<file path="src/rtl/logic_unit_sched.sv">
// Purpose : shares one combinational logic unit (AND/OR/NOR/NOT) between two requesters with round-robin grant.
// Latency : from the accept edge, RSP_VALID shows after 2 cycles for single-pass ops, 5 for XOR and 1 for illegal ops.
// Backpress: one op in flight; both READYs stay low outside IDLE, and the response holds until rsp_ready.
//
// Ports:
//   clk, rst                  clock (rising edge) and synchronous active-low reset
//   req{0,1}_valid/ready      request handshake; payload is req{0,1}_op (3b), _a, _b
//   rsp_valid/ready           response handshake; payload is rsp_id, rsp_data, rsp_err
//   lu_op/lu_a/lu_b, lu_y     drive to and result from the shared logic unit
//
// Optional feature: define LOGIC_SEQ_XOR_EN to sequence XOR (op 101) as four logic-unit passes.
// Without it, 101 is treated as an illegal opcode.
module logic_unit_sched #(
    parameter int                    DATA_WIDTH = 32,
    parameter logic [DATA_WIDTH-1:0] ERR_DATA   = '0
) (
    input  logic                  clk,
    input  logic                  rst,
    input  logic                  req0_valid,
    output logic                  req0_ready,
    input  logic [2:0]            req0_op,
    input  logic [DATA_WIDTH-1:0] req0_a,
    input  logic [DATA_WIDTH-1:0] req0_b,
    input  logic                  req1_valid,
    output logic                  req1_ready,
    input  logic [2:0]            req1_op,
    input  logic [DATA_WIDTH-1:0] req1_a,
    input  logic [DATA_WIDTH-1:0] req1_b,
    output logic                  rsp_valid,
    input  logic                  rsp_ready,
    output logic                  rsp_id,
    output logic [DATA_WIDTH-1:0] rsp_data,
    output logic                  rsp_err,
    output logic [1:0]            lu_op,
    output logic [DATA_WIDTH-1:0] lu_a,
    output logic [DATA_WIDTH-1:0] lu_b,
    input  logic [DATA_WIDTH-1:0] lu_y
);

    localparam logic [2:0] OP_AND = 3'b000;
    localparam logic [2:0] OP_OR  = 3'b001;
    localparam logic [2:0] OP_NOR = 3'b010;
    localparam logic [2:0] OP_NOT = 3'b011;
    localparam logic [2:0] OP_BUF = 3'b100;
`ifdef LOGIC_SEQ_XOR_EN
    localparam logic [2:0] OP_XOR = 3'b101;
`endif

    localparam logic [1:0] LU_AND = 2'b00;
    localparam logic [1:0] LU_OR  = 2'b01;
    localparam logic [1:0] LU_NOR = 2'b10;
    localparam logic [1:0] LU_NOT = 2'b11;

    typedef enum logic [2:0] {
        IDLE,
        EXEC,
`ifdef LOGIC_SEQ_XOR_EN
        X1,
        X2,
        X3,
`endif
        RESP
    } state_t;

    state_t state, state_nxt;

    logic                  prio;
    logic                  grant_id;
    logic                  accept;
    logic [2:0]            sel_op;
    logic [DATA_WIDTH-1:0] sel_a, sel_b;
    logic                  sel_legal;
    logic [2:0]            lat_op;
    logic [DATA_WIDTH-1:0] lat_a, lat_b;
`ifdef LOGIC_SEQ_XOR_EN
    logic [DATA_WIDTH-1:0] t_reg, u_reg;
`endif

    function automatic logic op_legal(input logic [2:0] op);
        case (op)
            OP_AND, OP_OR, OP_NOR, OP_NOT, OP_BUF: op_legal = 1'b1;
`ifdef LOGIC_SEQ_XOR_EN
            OP_XOR:                                op_legal = 1'b1;
`endif
            default:                               op_legal = 1'b0;
        endcase
    endfunction

    // Grant: a lone requester wins outright; on contention PRIO decides.
    // READY is also held low while reset is asserted so nothing looks accepted.
    always_comb begin
        grant_id   = (req0_valid && req1_valid) ? prio : (req1_valid && !req0_valid);
        req0_ready = (state == IDLE) && rst && (req0_valid || req1_valid) && !grant_id;
        req1_ready = (state == IDLE) && rst && (req0_valid || req1_valid) &&  grant_id;
        accept     = req0_ready || req1_ready;
        sel_op     = grant_id ? req1_op : req0_op;
        sel_a      = grant_id ? req1_a  : req0_a;
        sel_b      = grant_id ? req1_b  : req0_b;
        sel_legal  = op_legal(sel_op);
    end

    // State register
    always_ff @(posedge clk) begin
        if (!rst) state <= IDLE;
        else      state <= state_nxt;
    end

    // Next-state logic
    always_comb begin
        state_nxt = state;
        case (state)
            IDLE: if (accept) state_nxt = sel_legal ? EXEC : RESP;
`ifdef LOGIC_SEQ_XOR_EN
            EXEC: state_nxt = (lat_op == OP_XOR) ? X1 : RESP;
            X1:   state_nxt = X2;
            X2:   state_nxt = X3;
            X3:   state_nxt = RESP;
`else
            EXEC: state_nxt = RESP;
`endif
            RESP: if (rsp_ready) state_nxt = IDLE;
            default: state_nxt = IDLE;
        endcase
    end

    // Outputs: the logic unit is fed only from latched registers, never from the request ports.
    always_comb begin
        rsp_valid = (state == RESP);
        lu_op     = LU_AND;
        lu_a      = '0;
        lu_b      = '0;
        case (state)
            EXEC: begin
                lu_a = lat_a;
                lu_b = lat_b;
                case (lat_op)
                    OP_AND: lu_op = LU_AND;
                    OP_OR:  lu_op = LU_OR;
                    OP_NOR: lu_op = LU_NOR;
                    OP_NOT: lu_op = LU_NOT;
                    OP_BUF: begin
                        lu_op = LU_OR;   // BUF is OR(A, A)
                        lu_b  = lat_a;
                    end
`ifdef LOGIC_SEQ_XOR_EN
                    OP_XOR: lu_op = LU_OR;   // T = A | B
`endif
                    default: begin
                        lu_a = '0;
                        lu_b = '0;
                    end
                endcase
            end
`ifdef LOGIC_SEQ_XOR_EN
            // XOR = (A | B) & ~(A & B)
            X1: begin
                lu_op = LU_AND;
                lu_a  = lat_a;
                lu_b  = lat_b;
            end
            X2: begin
                lu_op = LU_NOT;
                lu_a  = u_reg;
            end
            X3: begin
                lu_op = LU_AND;
                lu_a  = t_reg;
                lu_b  = u_reg;
            end
`endif
            default: ;
        endcase
    end

    // Datapath registers
    always_ff @(posedge clk) begin
        if (!rst) begin
            prio     <= 1'b0;
            rsp_id   <= 1'b0;
            lat_op   <= '0;
            lat_a    <= '0;
            lat_b    <= '0;
            rsp_data <= '0;
            rsp_err  <= 1'b0;
`ifdef LOGIC_SEQ_XOR_EN
            t_reg    <= '0;
            u_reg    <= '0;
`endif
        end else begin
            if (accept) begin
                rsp_id  <= grant_id;
                lat_op  <= sel_op;
                lat_a   <= sel_a;
                lat_b   <= sel_b;
                prio    <= ~grant_id;
                rsp_err <= ~sel_legal;
                if (!sel_legal) rsp_data <= ERR_DATA;
            end
            case (state)
`ifdef LOGIC_SEQ_XOR_EN
                EXEC: begin
                    if (lat_op == OP_XOR) t_reg    <= lu_y;
                    else                  rsp_data <= lu_y;
                end
                X1: u_reg    <= lu_y;
                X2: u_reg    <= lu_y;
                X3: rsp_data <= lu_y;
`else
                EXEC: rsp_data <= lu_y;
`endif
                default: ;
            endcase
        end
    end

endmodule

</file>
<file path="config.mk">
export PLATFORM = sky130hd
export DESIGN_NAME = logic_unit_sched
export DESIGN_NICKNAME = d
export VERILOG_FILES = /design/src/rtl/logic_unit_sched.sv
export SDC_FILE = /design/constraint.sdc
export NUM_CORES = 1
export LEC_CHECK = 0
export BUFFER_PORTS_ARGS = -buffer_cell sky130_fd_sc_hd__buf_2
export CORE_MARGIN = 1.5
export CORE_UTILIZATION = 39
export DETAILED_ROUTE_END_ITERATION = 8
export PLACE_DENSITY = 0.74
export SYNTH_ARGS = -nofsm -noshare
export SYNTH_HDL_FRONTEND = slang
export SYNTH_SLANG_ARGS = --single-unit
</file>
<file path="constraint.sdc">
create_clock -name clk -period 1.7 [get_ports clk]
set_input_delay 0.17 -clock clk [delete_from_list [all_inputs] [get_ports clk]]
set_output_delay 0.17 -clock clk [all_outputs]
set_load 0.05 [all_outputs]
</file>
==> results.md <==
* Overall Global Routing Usage at 0.305
* Max frequency at 0.501 GHz
* Synth Area in Compound Gates at 0.296
* Initial antenna violation count at 0
* Pwr dens at 816 mW/mm^2
* Die footprint at 0.0119 mm^2
* Routability congestion estimate at 0.802
* Worst path required time at 1.53 ns
* Final net count at 965
* Core box area at 0.0109 mm^2
* Pins Over Slew Limit at 0
* PortBufs at 273
* Fin Clk Skew at 0.00939 ns
* Post-route DRC at 0
* Final Cell Area at 0.00860 mm^2
* Placed Cells incl. Taps at 815
* Register area share after synthesis at 0.475
* Post-synthesis mux area share at 0.00685
* Via count at 5,546
* Crit share post-route at 1.17
* Worst setup SP type: flop
* Cell internal pwr at 4540 uW
* Share of cells above drive strength 1 at 0.583
* H-tree depth at 3
* Max Root-Sink Buffers at 2
* Initial core utilization at 0.403
* Worst vdd ir at 0.812 mV
* Top Ports at 274
* CTS tree: built
* Commonest cells after routing, fill and taps aside: buf_2, dfxtp_1, dlygate4sd3_1, a221o_1, buf_8
* Post-synthesis simple-gate area fraction at 0.171
* Syn Nets at 590
* Crit path arrival time at 1.82 ns
* Total gr overflow at 0
* Leakage power total at 0.00413 uW
* Clock root buffer: clkbuf_8
* Chip Height at 109 um
* Setup TNS at -16.76 ns
* Period minus WS final at 1.99 ns
* Setup slack after layout at -0.295 ns
* Cell variety after synth at 26
* DP HPWL at 10.9 mm
* Slew headroom at 0.649
* Synth Area in XOR/XNOR at 0
* Worst-Margin Slew at 0.522 ns
* Failing checks: setup timing
* Status: complete, but fails checks
* Vias in the first global route at 5,404
* Initial DRC count at 573
* First-pass GRT wire length at 27.7 mm
* Adder-cell share of the synthesized area at 0
* Post-Synthesis Cells at 419
* Ys Warns at 0
* Clock share of power at 0.212
* Clock Sinks at 104
* RSZ-0062 raised after global routing: true
* Worst Hold Class: in2reg
* Setup CP Type: reg2out
* Pin count of the biggest net entering global routing at 53
* Router iterations before antenna repair at 7
* Row cnt at 38
* Avg Cell Area, Syn at 10.5 um^2
* Reg power frac at 0.429
* Syn Std Cell Area at 0.00438 mm^2
* Commonest non-fill, non-tap cell in the layout: buf_2
* Largest family of logic cells by synthesized area: compound AO/OA/AOI/OAI gates
* Critical Path Sink Type: output pin
* Placed Instance Area at 0.00610 mm^2
* Fin. Hold Viols at 0
* Max-cap violations at 0
* Via/cell ratio at 5.91
* Clock transition at the registers of the reported paths at 0.10 ns
* Switching share of total power at 0.352
* Fin cells at 939
* Worst Path Max Fanout at 10
* Setup Viol. Count Final at 107
* Combinational share of power at 0.360
* Routed length per placed instance at 22.7 um
* Die W at 109 um
* Pre-CTS WS at -0.317 ns
* TritonCTS buffer count at 9
* N_diodes at 0
* Sw power at 2470 uW
* Final wirelength at 21.3 mm
* Synth-to-layout area growth at 96.2%
* Antenna violation net count after detailed routing at 0
* Register bit total from synthesis at 104
* Worst skew pair latency at 0.39 ns
cells by family (layout without fill, tap and decap cells):
logic type	Yosys count	after routing
AO/OA/AOI/OAI	144	145
AND/OR/NAND/NOR	120	120
buffers and inverters	48	427
multiplexers	3	3
flip-flops	104	104
cell usage after synthesis (all sizes together):
cell	n	area share
a31o	1	0.0020
dfxtp	104	0.48
nor3b	1	0.0017
nand2b	3	0.0060
inv	2	0.0017
a21oi	4	0.0046
mux2i	3	0.0069
a221o	64	0.15
o21ai	8	0.0091
o21a	1	0.0017
a22o	64	0.13
nor2b	4	0.0057
buf	19	0.027
or2	1	0.0014
and3	65	0.093
o221a	1	0.0026
or3	1	0.0026
clkbuf	27	0.023
and2	34	0.049
o31ai	1	0.0017
nor3	5	0.0069
nor2	6	0.0051
routing by layer:
metal  vias to the layer above  share of wire  track usage
met5                         -              0            0
met4                         0          0.043        0.150
met3                        78          0.089       0.0789
met2                       401           0.52        0.545
met1                      2668           0.35        0.334
li1                       2399              -            -
power groups by stage:
stage / sequential (uW) / combinational, uW / clock (uW)
CTS: 2950 / 2150 / 1480
floorplan: 3130 / 952 / 0
global placement: 2970 / 1700 / 0
global route: 3040 / 2620 / 1600
detailed placement: 2980 / 1740 / 0
finish: 3010 / 2520 / 1480
critical path: stages, from the launching register on:
cell	delay [ns]
dfxtp_2	0.34
or2_4	0.28
nor3_4	0.18
buf_6	0.17
buf_12	0.14
a22o_2	0.17
buf_6	0.16
what timing repair did:
item | CTS | global route
endpoints found under the setup margin | 99 | 149
endpoints found under the hold margin | 61 | 2
gates resized for setup | 198 | 122
hold buffers | 80 | 2
buffers inserted | 7 | 9
cloned | 5 | 8
pin swaps | 20 | 13
path summary, 6_finish.rpt:
check                from      endpoint  slack [ns]  depth (start not counted)
max reg2reg      state[0]      lat_b[0]       -0.08                          6
max             lat_op[1]      lu_b[14]       -0.29                          6
min              lu_y[15]  rsp_data[15]       0.001                          2
min reg2reg  rsp_data[30]  rsp_data[30]        0.48                          1
cell type report:
type | count | area, um^2
clock buffers | 10 | 138
multi-input cells | 268 | 2650
repair buffers | 409 | 3490
well taps | 140 | 175
inverters | 2 | 7.51
clock inverters | 6 | 42.5
fillers | 610 | 2290
flip-flops and latches | 104 | 2090
sequential cells by signal, summed over array words and instances (netlist names):
register  count
lat_b        32
lat_op        3
state         2
rsp_id        1
prio          1
rsp_data     32
rsp_err       1
lat_a        32
per-stage QoR:
step           hold slack, ns  total power [uW]  utilization
6_report              0.00133              7010        0.790
5_1_grt              -0.00990              7260        0.790
4_1_cts              0.000112              6590        0.729
3_5_place_dp            0.390              4720        0.560
3_3_place_gp            0.386              4670        0.560
2_1_floorplan           0.303              4080            -
(Power assumes the default switching activity.)
